**config.mk**
```make
export PLATFORM = sky130hd
export DESIGN_NAME = cpu_controller
export DESIGN_NICKNAME = d
export VERILOG_FILES = /design/src/rtl/cpu_controller.sv
export SDC_FILE = /design/constraint.sdc
export NUM_CORES = 1
export LEC_CHECK = 0
export ABC_AREA = 1
export CAP_MARGIN = 10
export CORE_MARGIN = 2
export CORE_UTILIZATION = 41
export DETAILED_ROUTE_END_ITERATION = 12
export GPL_TIMING_DRIVEN = 0
export PLACE_DENSITY = 0.89
export SLEW_MARGIN = 10
export SYNTH_ARGS = -nofsm -noshare
export SYNTH_HDL_FRONTEND = slang
export SYNTH_SLANG_ARGS = --single-unit
```
**constraint.sdc**
```tcl
create_clock -name clk -period 2.6 [get_ports clk]
set_clock_uncertainty 0.2 [all_clocks]
set_input_delay 0.52 -clock clk [delete_from_list [all_inputs] [get_ports clk]]
set_output_delay 0.52 -clock clk [all_outputs]
set_load 0.005 [all_outputs]
```
**src/rtl/cpu_controller.sv**
```systemverilog
// cpu_controller: instruction register, field decode and Moore sequencer for
// the MOV/ADD/CMP/AND/MVN datapath strobes.
module cpu_controller (
   input  logic        clk,
   input  logic        reset,
   input  logic [15:0] in,
   input  logic        load,
   input  logic        s,
   output logic        w,
   output logic [2:0]  readnum,
   output logic [2:0]  writenum,
   output logic [1:0]  vsel,
   output logic        loada,
   output logic        loadb,
   output logic [1:0]  shift,
   output logic        asel,
   output logic        bsel,
   output logic [1:0]  ALUop,
   output logic        loadc,
   output logic        loads,
   output logic        write,
   output logic [15:0] sximm8,
   output logic [15:0] sximm5
);

   localparam logic [2:0] ST_WAIT      = 3'd0;
   localparam logic [2:0] ST_DECODE    = 3'd1;
   localparam logic [2:0] ST_GET_A     = 3'd2;
   localparam logic [2:0] ST_GET_B     = 3'd3;
   localparam logic [2:0] ST_EXEC      = 3'd4;
   localparam logic [2:0] ST_WRITE_REG = 3'd5;
   localparam logic [2:0] ST_WRITE_IMM = 3'd6;

   logic [15:0] ir;
   logic [2:0]  state;
   logic [2:0]  state_next;

   logic [2:0] opcode;
   logic [1:0] op;
   logic [2:0] rn;
   logic [2:0] rd;
   logic [2:0] rm;

   assign opcode = ir[15:13];
   assign op     = ir[12:11];
   assign rn     = ir[10:8];
   assign rd     = ir[7:5];
   assign rm     = ir[2:0];

   // Field decode that is independent of the sequencer state.
   assign shift  = ir[4:3];
   assign ALUop  = op;
   assign asel   = (opcode == 3'b110);
   assign bsel   = 1'b0;
   assign sximm8 = {{8{ir[7]}}, ir[7:0]};
   assign sximm5 = {{11{ir[4]}}, ir[4:0]};

   // Instruction register: only accepts a new word while idle.
   always_ff @(posedge clk or posedge reset) begin
      if (reset)
         ir <= 16'h0000;
      else if (load && (state == ST_WAIT))
         ir <= in;
   end

   // State register.
   always_ff @(posedge clk or posedge reset) begin
      if (reset)
         state <= ST_WAIT;
      else
         state <= state_next;
   end

   // Next-state and Moore outputs.
   always_comb begin
      state_next = state;
      w          = 1'b0;
      readnum    = rm;
      writenum   = rd;
      vsel       = 2'b00;
      loada      = 1'b0;
      loadb      = 1'b0;
      loadc      = 1'b0;
      loads      = 1'b0;
      write      = 1'b0;
      case (state)
         ST_WAIT: begin
            w = 1'b1;
            if (s)
               state_next = ST_DECODE;
         end
         ST_DECODE: begin
            case ({opcode, op})
               5'b110_10: state_next = ST_WRITE_IMM;
               5'b110_00: state_next = ST_GET_B;
               5'b101_11: state_next = ST_GET_B;
               5'b101_00,
               5'b101_01,
               5'b101_10: state_next = ST_GET_A;
               default:   state_next = ST_WAIT;
            endcase
         end
         ST_GET_A: begin
            readnum    = rn;
            loada      = 1'b1;
            state_next = ST_GET_B;
         end
         ST_GET_B: begin
            loadb      = 1'b1;
            state_next = ST_EXEC;
         end
         ST_EXEC: begin
            // CMP only updates status; everything else writes back.
            if ({opcode, op} == 5'b101_01) begin
               loads      = 1'b1;
               state_next = ST_WAIT;
            end else begin
               loadc      = 1'b1;
               state_next = ST_WRITE_REG;
            end
         end
         ST_WRITE_REG: begin
            write      = 1'b1;
            state_next = ST_WAIT;
         end
         ST_WRITE_IMM: begin
            writenum   = rn;
            vsel       = 2'b10;
            write      = 1'b1;
            state_next = ST_WAIT;
         end
         default: state_next = ST_WAIT;
      endcase
   end

endmodule

```
==> results list <==
* Result of the run: complete, no violations
* Sequential power share: 0.239
- Dividing the final minimum period by the clock period gives 0.964.
* Leakage: between 0.001 and 0.0015 uW
- After clock tree synthesis, the flow added hold-fix buffers numbering 0.
- Number of setup violations in the final report: 0
* Multiplexer share of the synthesized area: 0
- The root buffer cell chosen for the clock tree is sky130_fd_sc_hd__clkbuf_4.
- Via Count: 1,216
- Setup tns final: 0 ns
- Cell types occupying the most area after synthesis: sky130_fd_sc_hd__dfrtp_1 (37%), sky130_fd_sc_hd__buf_4 (23%), sky130_fd_sc_hd__nand2_1 (10%)
- TritonCTS clock tree: built
- Gate power share: 0.696
* Clk Latency, worst-skew pair: 0.31 ns
* Most frequent cells after synthesis: sky130_fd_sc_hd__buf_4 (39), sky130_fd_sc_hd__nand2_1 (34), sky130_fd_sc_hd__dfrtp_1 (19)
- Worst path required time: 1.88 ns
- Static timing analysis puts the maximum clock frequency at 0.399 GHz.
* Simple-gate share of the synthesized area: 0.247
- For this configuration, the core starts out at a cell density of 0.423.
- Counting flops and latches in the post-synthesis netlist gives 19.
- VDD IR max: just under 0.5 mV
* Synth Area in Compound Gates: 0.0818
- STA classifies the critical path startpoint as a flip-flop.
* DR DRC count: 0
- The tightest hold path in the finished design has a slack of roughly 0.32 ns.
- The netlist uses 19 different library cells.
* Inserted Clock Buffers: 3
* Final Max Slew Viols: 0
- The routed design could run at a clock period as short as about 2.5 ns.
- Final hold violation count: 0
- Total internal power: 1600 uW
- Post-Synthesis Cells: approximately 170
* Routed wire length: between 3000 and 4000 um
* Share of the core filled with cells: 0.682
- Walking the worst path, the cells encountered are nor2_1 -> inv_1 -> nor2_2 -> inv_2 -> o21ai_0 -> clkdlybuf4s50_1.
- Of the total synthesized cell area, the portion taken by full adders, half adders and majority gates is 0.
* Number of DRC markers in iteration 0: 34
* Number of flops mapped to enable cells by yosys: 0
- Buffering stage count on the worst path with inverters included: 3
- Relative max-transition margin: 0.518
* Synthesis-to-finish area growth: 61.3%
* Number of maximum-capacitance violations: 0
- Combinational family with the most area after synthesis: buffers and inverters
- Clock transition at the registers of the reported paths: 0.11 ns
- Netlist Area Pre-Place: about 1300 um2
* Crit path max-delay cell type: sky130_fd_sc_hd__clkdlybuf4s50_1
- Final-layout fill cell count: about 260
- The setup path with the least slack is of type flip-flop to output pin.
- Measured along the x axis, the die boundary spans 59.7 um.
* Share of the synthesized area in the top cell type: 0.374
* H-tree Lvls: 1
- Along the worst path, the maximum fanout reaches 7.
- Setup slack closes at between 0.09 and 0.1 ns.
* Gr ovfl total: 0
- Tightest Hold Check Type: flip-flop to flip-flop
- Fraction of synthesized cell area in xor and xnor cells: 0
- For this run, the total global-route usage over all layers was measured as 0.182.
- Among all flip-flop cells after synthesis, the most frequent one is sky130_fd_sc_hd__dfrtp_1.
- Library cell with the largest summed area after synthesis: sky130_fd_sc_hd__dfrtp_1
* Transition time at the pin with the least slew margin: about 0.72 ns
- The first global-routing pass estimated 4840 um of wire.
* Share of total power in the clock network: 0.065
* Seq/Total Area, Yosys: 0.374
- The first TritonRoute pass finished after 4 iterations.
- The number of global-route vias before repair was 1,080.
- Weighted congestion at the end of routability-driven global placement: roughly 0.79
* Max Root-Sink Buffers: 2
* Area of the core: 3000 um2
* I/O pin cnt: 72
- Routed Antenna Nets: 0
- CP Capture Type: output pin
- Net switching power: 871 uW
- Antenna fix cells: 0
- P per Cell Area: 1210 nW/um2
- DR WL/cell: 11.1 um
- Die Footprint: 3560 um2
* DPL Wire Length: 2370 um
- Number of vias per cell after detailed routing: 4.45
- For this run, the number of Yosys warnings is 0.
- For this run, asynchronously set or reset flops after synthesis account for 1.00.
* Top delay family on crit path: buffers and inverters
- In the final layout, the share of cells above drive strength 1 is 0.267.
- Most common cell in the netlist: sky130_fd_sc_hd__buf_4
- At the worst endpoint, the arrival time is 1.79 ns.
- Entering global routing, the biggest net connects 20 pins.
- The initial antenna violation count is 0.
* Slowest stage delay, CP: 0.53 ns
- Switching share of power: 0.352
- Port-buffer cells: 69
- Setup repair after global routing left no endpoint under its margin.
- A synthesized cell averages 7.70 um2.
- Timing analysis after detailed placement gives a worst setup slack of 0.290 ns.
- The final layout contains about 260 nets.
- Row count: 20
- Measured along the y axis, the die boundary spans 59.7 um.
- CTS sink count: 19
## metal layers
metal / track usage / vias to the layer above / share of wire
met5: 0 / - / 0
met4: 0.0984 / 0 / 0.021
met3: 0.0260 / 5 / 0.058
met2: 0.295 / 45 / 0.50
met1: 0.233 / 539 / 0.42
li1: - / 627 / -
## layout by cell type (no fill, tap or decap)
cell type / n
sky130_fd_sc_hd__nand3_2: 1
sky130_fd_sc_hd__inv_2: 3
sky130_fd_sc_hd__nand2_2: 2
sky130_fd_sc_hd__nor3_1: 5
sky130_fd_sc_hd__clkbuf_4: 3
sky130_fd_sc_hd__clkbuf_1: 2
sky130_fd_sc_hd__o21ai_1: 1
sky130_fd_sc_hd__buf_4: 41
sky130_fd_sc_hd__o21ai_0: 7
sky130_fd_sc_hd__clkdlybuf4s50_1: 69
sky130_fd_sc_hd__dfrtp_1: 18
sky130_fd_sc_hd__a21oi_2: 6
sky130_fd_sc_hd__dfrtp_2: 1
sky130_fd_sc_hd__nand3_1: 12
sky130_fd_sc_hd__nor2_1: 11
sky130_fd_sc_hd__conb_1: 2
sky130_fd_sc_hd__nand2_1: 34
sky130_fd_sc_hd__buf_6: 1
sky130_fd_sc_hd__nor2_2: 5
sky130_fd_sc_hd__a31oi_1: 1
sky130_fd_sc_hd__a21oi_1: 1
sky130_fd_sc_hd__inv_1: 13
sky130_fd_sc_hd__nor2_4: 1
## sequential cells by signal (all words and copies together), names as in the netlist
signal,cells
ir,16
state,3
## timing repair
action                                  CTS  global route
endpoints found under the setup margin    4             4
buffers inserted                          0             1
resized for setup                         2             4
## per-stage QoR
step	power [uW]	cell area, um2	std cells
2_1_floorplan	1450	1270	166
3_3_place_gp	2260	2010	268
3_5_place_dp	2310	2010	268
4_1_cts	2470	2040	272
5_1_grt	2670	2050	273
6_report	2480	2050	273
## path summary, 6_finish.rpt
kind                          start         end  slack (ns)  cells past startpoint
min in group asynchronous     reset      ir[14]        0.41                      2
hold / removal                ir[6]       ir[6]        0.32                      2
setup reg to reg           state[1]      ir[15]        1.15                      7
hold reg to reg               ir[6]       ir[6]        0.32                      2
setup / recovery           state[0]  readnum[0]        0.09                      6
max in group asynchronous     reset    state[2]        1.29                      2
## worst register-to-register path, delay by kind of cell (launching register included)
family	cells	cell delay (ns)
DFF	1	0.42
and+or+nand+nor	4	0.43
AOI/OAI and AO/OA	1	0.04
buffers and inverters	2	0.26
## power by group through the flow
stage          Combinational [uW]  Sequential (uW)  Clock, uW
6_report                     1720              592        162
5_1_grt                      1890              618        169
4_1_cts                      1710              602        165
3_5_place_dp                 1700              604          0
3_3_place_gp                 1660              597          0
2_1_floorplan                 883              568          0
## kinds of logic (layout without fill, tap and decap cells)
kind of cell	after synthesis	after routing
and+or+nand+nor	71	71
AOI/OAI and AO/OA	16	16
other	1	2
DFF	19	19
buffers and inverters	58	132
## area by class of cell
class                      instances  area, um2  area share
inverter                          16       60.1      0.0293
sequential                        19        477       0.233
timing repair buffer              70        698       0.341
multi-input combinational         89        430       0.210
buffer                            42        315       0.154
clock buffer                       4       26.3      0.0128
tap                               33       41.3      0.0202
No activity file was read; power rests on OpenSTA's default activity.
==> variant, RTL diff (config.mk and constraints unchanged) <==
Register the outputs `shift`, `asel`, `ALUop`, `sximm8` and `sximm5`, with the module's reset; this adds one clock of latency there. The other outputs are not delayed to match.
--- a/src/rtl/cpu_controller.sv
+++ b/src/rtl/cpu_controller.sv
@@ -50,8 +50,18 @@
    // Field decode that is independent of the sequencer state.
-   assign shift  = ir[4:3];
-   assign ALUop  = op;
-   assign asel   = (opcode == 3'b110);
    assign bsel   = 1'b0;
-   assign sximm8 = {{8{ir[7]}}, ir[7:0]};
-   assign sximm5 = {{11{ir[4]}}, ir[4:0]};
+   always_ff @(posedge clk or posedge reset) begin
+      if (reset) begin
+         shift  <= '0;
+         asel   <= '0;
+         ALUop  <= '0;
+         sximm8 <= '0;
+         sximm5 <= '0;
+      end else begin
+         shift  <= ir[4:3];
+         asel   <= (opcode == 3'b110);
+         ALUop  <= op;
+         sximm8 <= {{8{ir[7]}}, ir[7:0]};
+         sximm5 <= {{11{ir[4]}}, ir[4:0]};
+      end
+   end
 
Check against the original RTL: not equivalent (a bounded check fails within 4 cycles, from zero or initial values and one cycle with reset high).
==> variant against the unedited design <==
- routed wire length increased by 7.3%
- sequential share of layout area increased by 8.1 points
- worst setup slack improved by 5.7 ps
- power increased by 16%
- sequential cell count increased by 11
- synthesized area increased by 17%
- final area increased by 17%
==> variant: results (changes against the unedited design) <==
Post-Synth XOR/XNOR Area=0% (unchanged); Warnings, synthesis=0 (unchanged); vias in the first global route=1,187 (was 1,080); initial antenna violation count=0 (unchanged); root buffer cell=clkbuf_4 (unchanged); worst skew pair latency=310 ps (about the same); non-clk buf share=41.61% (was 49.48%); FFs & Latches=30 (was 19); top post-synthesis cells by area=dfrtp_1, buf_4, nand2_1, nand3_1, inv_1 (unchanged); multi-input logic area=450.4 um2 (was 430.4 um2); worst slew pin tran=608.6 ps (was 722.3 ps); Final #Nets=267 (was 261); met3 wire length=237 um (was 176 um); I/O Buffers=69 (unchanged); worst slack at placement=268.3 ps (was 290.2 ps); top cell category=non-clock buffers (unchanged); ys async rst share=100.0% (unchanged); CTS H-Tree Depth=2 (was 1); diodes inserted=0 (unchanged); Commonest cells post-synth=nand2_1, buf_4, dfrtp_1 (was buf_4, nand2_1, dfrtp_1); DRT met1 WL=1289 um (was 1288 um); Top Registers=ir: 16 flops, sximm5: 4 flops, sximm8: 4 flops (was ir: 16 flops, state: 3 flops); Reg clk slew, reported paths=90 ps (was 110 ps); Pins Over Slew Limit=0 (unchanged); GPL Wtd Cong=0.7807 (was 0.7933); DR WL/cell=11.09 um (was 11.13 um); drt first pass iters=4 (unchanged); Yosys cell types=21 (was 19); share of layout cells above drive strength 1=26.21% (was 26.67%); Leak=1.218 nW (was 1.011 nW); peak supply drop=485.9 uV (was 486.4 uV); # Max-Cap Violations=0 (unchanged); flop2flop setup slack=1110 ps (was 1150 ps); crit path max fanout=10 (was 7); pin count of the biggest net entering global routing=31 (was 20); # fillers=274 (was 258); hold slack=187.9 ps (was 322.6 ps); Iter 0 DRT Violations=28 (was 34); routed vias/inst=4.323 (was 4.454); Highest Signal Layer=met4 (unchanged); adder-cell share of the synthesized area=0% (unchanged); Tot GR Track Use=16.80% (was 18.20%); Worst Path Arrival=1780 ps; DP HPWL=2492 um (was 2370 um); Seq/Total Area, Yosys=50.63% (was 37.44%); nonclk buf count=105 (was 112); mux cell area share after synthesis=0% (unchanged); clock buffer count=8 (was 4); total CTS buffers=5 (was 3); Final Cycle Share=96.21% (was 96.43%); Non-Clock Inverter Count=16 (unchanged); met2 routed WL=1682 um (was 1511 um); post-synthesis compound-gate area fraction=6.667% (was 8.177%); Seq area share=31.33% (was 23.27%); global-route wire length before repair=5313 um (was 4843 um); Worst Hold Class=reg -> reg (unchanged); comb_multi_in=89 (unchanged); Clock buffers and inverters, area share=3.285% (was 1.283%); status=finished, final reports clean (unchanged)
## variant: worst paths after layout
check,from,to,cells after the start
hold reg to reg,ir[3]$_DFFE_PP0P_,sximm5[3]$_DFF_PP0_,0
min in group asynchronous,reset,sximm5[2]$_DFF_PP0_,2
setup / recovery,state[1]$_DFFE_PP0P_,w,5
max in group asynchronous,reset,state[1]$_DFFE_PP0P_,3
hold / removal,ir[3]$_DFFE_PP0P_,sximm5[3]$_DFF_PP0_,0
setup reg to reg,state[1]$_DFFE_PP0P_,ir[1]$_DFFE_PP0P_,7
## variant: kinds of logic after synthesis
kind of cell	count (synthesis)
AOI/OAI and AO/OA	15
buffers and inverters	48
DFF	30
other	1
and+or+nand+nor	72
## variant: worst max-delay path, cell delays in order (launching register included)
cell and delay [ps]:
dfrtp_2 480, nor2_2 160, nand2_2 100, inv_4 90, buf_6 130, clkdlybuf4s50_1 510
## variant: per-stage QoR
stage          utilization, %  instance area (um2)  std cells  total power [mW]
3_3_place_gp            65.42                 2235        282             2.445
3_5_place_dp            65.42                 2235        282             2.499
2_1_floorplan               -                 1486        167             1.633
6_report                70.26                 2400        294             2.877
5_1_grt                 70.26                 2400        294             3.098
4_1_cts                 68.24                 2331        292             2.865
## variant: routing by layer
metal  GRT usage (%)  vias up
met5               0        -
met4           6.383        0
met3           5.810        4
met2           29.95       52
met1           18.26      560
li1                -      655
## variant: repair_timing
| item | CTS | global route |
|---|---|---|
| resized for setup | 3 | 10 |
| buffers inserted | 2 | 1 |
| endpoints found under the setup margin | 3 | 9 |
| pin swaps | 0 | 1 |
## variant: report_power, final
part / switching [mW] / internal [mW]
registers: 0.184 / 0.683
logic: 0.620 / 1.06
clock network: 0.148 / 0.185
